**src/rtl/shreg_pkg.sv**
```systemverilog
// Shared types and constants for the two-client shift-register scheduler.
package shreg_pkg;

   typedef enum logic [1:0] {
      IDLE  = 2'd0,
      SHIFT = 2'd1,
      DONE  = 2'd2
   } state_t;

   localparam int SHREG_WIDTH_DEFAULT = 4;
   localparam int N_CLIENTS           = 2;

endpackage

```
**src/rtl/shreg_sched_rr_arb2.sv**
```systemverilog
// Two-client round-robin arbiter: on a tie the client that did not win last time wins.
module rr_arb2
   import shreg_pkg::*;
(
   input  logic [N_CLIENTS-1:0] req,
   input  logic                 last,
   output logic [N_CLIENTS-1:0] win
);

   // NOTE: give every combinational output a default first so no path leaves it unassigned (no latch).
   always_comb begin
      win = req;
      if (req == 2'b11) begin
         win = last ? 2'b01 : 2'b10;
      end
   end

endmodule

```
**src/rtl/shreg_sched.sv**
```systemverilog
// Arbitrates two clients, parallel-loads the winner's word and shifts it out MSB-first.
module shreg_sched
   import shreg_pkg::*;
#(
   parameter int WIDTH = SHREG_WIDTH_DEFAULT
) (
   input  logic                 clk,
   input  logic                 rst,
   input  logic                 flush,
   input  logic [N_CLIENTS-1:0] req,
   input  logic [WIDTH-1:0]     din0,
   input  logic [WIDTH-1:0]     din1,
   output logic [N_CLIENTS-1:0] grant,
   output logic                 busy,
   output logic                 serial_out,
   output logic                 serial_valid,
   output logic                 done,
   output logic [WIDTH-1:0]     parallel_out
);

   localparam int            CW       = $clog2(WIDTH);
   localparam logic [CW-1:0] LAST_BIT = CW'(WIDTH - 1);

   state_t                 state;
   state_t                 state_nxt;
   logic [WIDTH-1:0]       sreg;
   logic [CW-1:0]          count;
   logic                   last;
   logic [N_CLIENTS-1:0]   win;

   rr_arb2 u_arb (
      .req  (req),
      .last (last),
      .win  (win)
   );

   // NOTE: sequential state uses non-blocking assignments so every flop samples pre-edge values.
   always_ff @(posedge clk or negedge rst) begin
      if (!rst) begin
         state <= IDLE;
      end else begin
         state <= state_nxt;
      end
   end

   always_comb begin
      state_nxt = state;
      if (flush) begin
         state_nxt = IDLE;
      end else begin
         case (state)
            IDLE:    if (req != '0) state_nxt = SHIFT;
            SHIFT:   if (count == LAST_BIT) state_nxt = DONE;
            DONE:    state_nxt = IDLE;
            default: state_nxt = IDLE;
         endcase
      end
   end

   always_comb begin
      busy         = (state != IDLE);
      serial_valid = (state == SHIFT);
      done         = (state == DONE);
      serial_out   = sreg[WIDTH-1];
      parallel_out = sreg;
   end

   // Holding register, bit counter, grant pulse and last-winner pointer.
   always_ff @(posedge clk or negedge rst) begin
      if (!rst) begin
         sreg  <= '0;
         count <= '0;
         grant <= '0;
         last  <= 1'b1;
      end else begin
         grant <= '0;
         if (flush) begin
            sreg  <= '0;
            count <= '0;
         end else begin
            case (state)
               IDLE: begin
                  if (win != '0) begin
                     sreg  <= win[1] ? din1 : din0;
                     count <= '0;
                     grant <= win;
                     last  <= win[1];
                  end
               end
               SHIFT: begin
                  sreg  <= {sreg[WIDTH-2:0], 1'b0};
                  count <= (count == LAST_BIT) ? '0 : count + CW'(1);
               end
               default: ;
            endcase
         end
      end
   end

endmodule
```
**config.mk**
```make
export PLATFORM = sky130hd
export DESIGN_NAME = shreg_sched
export DESIGN_NICKNAME = d
export VERILOG_FILES = /design/src/rtl/shreg_pkg.sv /design/src/rtl/shreg_sched_rr_arb2.sv /design/src/rtl/shreg_sched.sv
export SDC_FILE = /design/constraint.sdc
export NUM_CORES = 1
export LEC_CHECK = 0
export ABC_AREA = 1
export CORE_MARGIN = 1.5
export CORE_UTILIZATION = 42
export DETAILED_ROUTE_END_ITERATION = 12
export PLACE_DENSITY = 0.74
export REMOVE_ABC_BUFFERS = 1
export SYNTH_ARGS = -nofsm -noshare
export SYNTH_HDL_FRONTEND = slang
export SYNTH_SLANG_ARGS = --single-unit
```
**constraint.sdc**
```tcl
create_clock -name clk -period 1.3 [get_ports clk]
set_input_delay 0.325 -clock clk [delete_from_list [all_inputs] [get_ports clk]]
set_output_delay 0.325 -clock clk [all_outputs]
set_load 0.005 [all_outputs]
```
==> out/metrics.csv <==
metric,value,unit
io_pins,23,
grt_pass1_vias,699,
port_buffers,22,
cts_tree,built,
synth.area.top_cells,"dfrtp_1 40%, nand2_1 17%, inv_1 6.6%, nand3_1 6.4%, dfstp_2 4.2%",
track_usage,0.214,
drive_gt1_frac,0.381,
outcome,finished with violations,
chipWidth,41.7,um
max_freq,714,MHz
crit_fanout,2,
setup_viol,3,
synth.cell_area,628,um2
critical_path_class,reg2out,
multi_input_area,299,um2
finalCritPeriodShare,1.08,
r2r-start,state[0],
ys_seq_elements,11,
grt_max_degree,12,
crit_required,0.98,ns
ys_seq_area_frac,0.440,
p_leak,0.597,nW
dpl_cell_area,923,um2
rows,13,
cts_root_buffer,clkbuf_4,
fp.dieArea,1740,um2
fin_ws,-0.0996,ns
cts_buffers,3,
cp.arrival,1.07,ns
synth.top_cell.area_share,0.398,
slowest_stage,dfrtp_1,
path_clk_slew,0.07,ns
timing.rr.end,parallel_out[2],
grt_first_pass_wirelength,2.84,mm
cts_num_sinks,11,
fin_skew,0.00651,ns
power,0.998,mW
post-route-util,0.777,
cp-start-kind,flip-flop,
synth_cells,82,
via_count,663,
maxCapViolCount,0,
period_needed,1.40,ns
yosysWarnings,0,
die_y,41.7,um
cp_common_cell,buf_6,
syn_avg_cell_area,7.66,um2
powerDensity,952,nW/um2
ys_types,21,
viasPerCell,4.70,
syn_to_final_growth,66.9,%
antenna_found_initial,0,
htreeDepth,1,
hp-class,in2async,
r2r_slack,0.05,ns
yosys.area.top_type,dfrtp_1,
num-nets-final,141,
end_kind,output pin,
violations,setup timing,
design_area,1050,um2
vdd_drop_max,0.529,mV
clk_path_buf_depth,2,
drt-total-wl,1.54,mm
tightest_slew,0.205,ns
rr_worst_depth,10,
drtAntennaViolNets,0,
drt_iter0_drc,7,
dp_hpwl,1.09,mm
avgRoutedWirePerCell,10.9,um
fin_tns_setup,-0.207,ns
fill_cells,108,
slew_headroom,0.862,
drv_slew,0,
place.gp.congestion,0.834,
route.detailed.drc,0,
start_util,0.465,
rsz0062_at_grt,yes,
regArea,278,um2
finalHoldViolCount,0,
coreArea,1350,um2
clkLatencyLatePin,0.26,ns
firstDrtPassIters,4,
slowest_delay,0.40,ns
grt_overflow_total,0,
crit_chain,"buf_6, buf_6, nor2_4, buf_2",
num_antenna_cells,0,
[how the worst max path moves through the flow]
stage,startpoint,to,slack (ns)
2_1_floorplan,last,parallel_out[1],0.24
3_3_place_gp,req[1],parallel_out[1],-0.20
3_5_place_dp,req[0],parallel_out[1],-0.22
4_1_cts,state[0],done,-0.09
5_1_grt,state[0],done,-0.15
6_report,state[0],done,-0.1
[report_power, final]
group,switching [mW],internal [mW],leakage [nW]
Combinational,0.165,0.197,0.440
Sequential,0.0250,0.387,0.142
Clock,0.106,0.118,0.0150
Total,0.296,0.702,0.597
[routing by layer]
metal,vias up,global-route usage,routed length [um]
met5,-,0,0
met4,0,0.123,12
met3,2,0.0348,60
met2,19,0.363,830
met1,306,0.253,631
li1,336,-,-
[cells in the final DEF, fill, tap and decap left out]
| cell type | instances |
|---|---|
| a21oi_2 | 1 |
| nand3b_1 | 1 |
| o21ai_1 | 1 |
| buf_6 | 5 |
| nand3_2 | 2 |
| o21ai_2 | 2 |
| buf_2 | 2 |
| dfrtp_1 | 9 |
| nor2_4 | 3 |
| nand2_2 | 2 |
| clkbuf_2 | 1 |
| nand4_1 | 1 |
| clkbuf_4 | 3 |
| clkdlybuf4s50_1 | 11 |
| clkbuf_1 | 1 |
| inv_2 | 4 |
| o21ai_0 | 1 |
| nand2_1 | 28 |
| nor2_2 | 3 |
| inv_1 | 10 |
| dlygate4sd2_1 | 5 |
| inv_4 | 1 |
| buf_4 | 16 |
| clkdlybuf4s15_1 | 1 |
| nand3_1 | 7 |
| dlymetal6s2s_1 | 1 |
| dfstp_2 | 1 |
| nand2_4 | 1 |
| dfrtp_2 | 1 |
| ha_1 | 1 |
[critical path, delay by kind of cell, from the launching register on]
family / cells / cell delay, ns
simple gates: 1 / 0.07
flops: 1 / 0.40
buf+inv: 3 / 0.35
[cell usage after synthesis, drive strengths merged]
master	instances
nand2	31
inv	15
dfrtp	10
nand3	9
nor2	6
o21ai	4
buf	2
a21oi	1
dfstp	1
ha	1
nand3b	1
nand4	1
[final cells by class]
type,count,share of cell area
sequential,11,0.265
tap,15,0.0179
inverter,15,0.0561
clock buffer,4,0.0251
multi-input combinational,54,0.285
timing repair buffer,42,0.351
[timing repair]
action | 4_1_cts | 5_1_grt
buffers inserted | 10 | 0
hold endpoints to repair | 0 | 0
hold buffers | 0 | 0
pin swaps | 3 | 1
setup endpoints to repair | 10 | 10
gates resized for setup | 26 | 10
[sequential cells by signal (all words and copies together) (netlist names)]
signal / flops
parallel_out: 4
count: 2
grant: 2
state: 2
last: 1
[cell families after synthesis]
family	after synthesis	share of synthesized area
fa+ha+maj	1	0.0199
flops	11	0.440
simple gates	48	0.363
compound gates	5	0.0578
buf+inv	17	0.120
[stage by stage]
step	cells	worst slack, ns	hold WS, ns
2_1_floorplan	80	0.240	0.0294
3_3_place_gp	127	-0.196	0.462
3_5_place_dp	127	-0.223	0.477
4_1_cts	141	-0.0875	0.345
5_1_grt	141	-0.146	0.366
6_report	141	-0.0996	0.345
(Power assumes the default switching activity.)
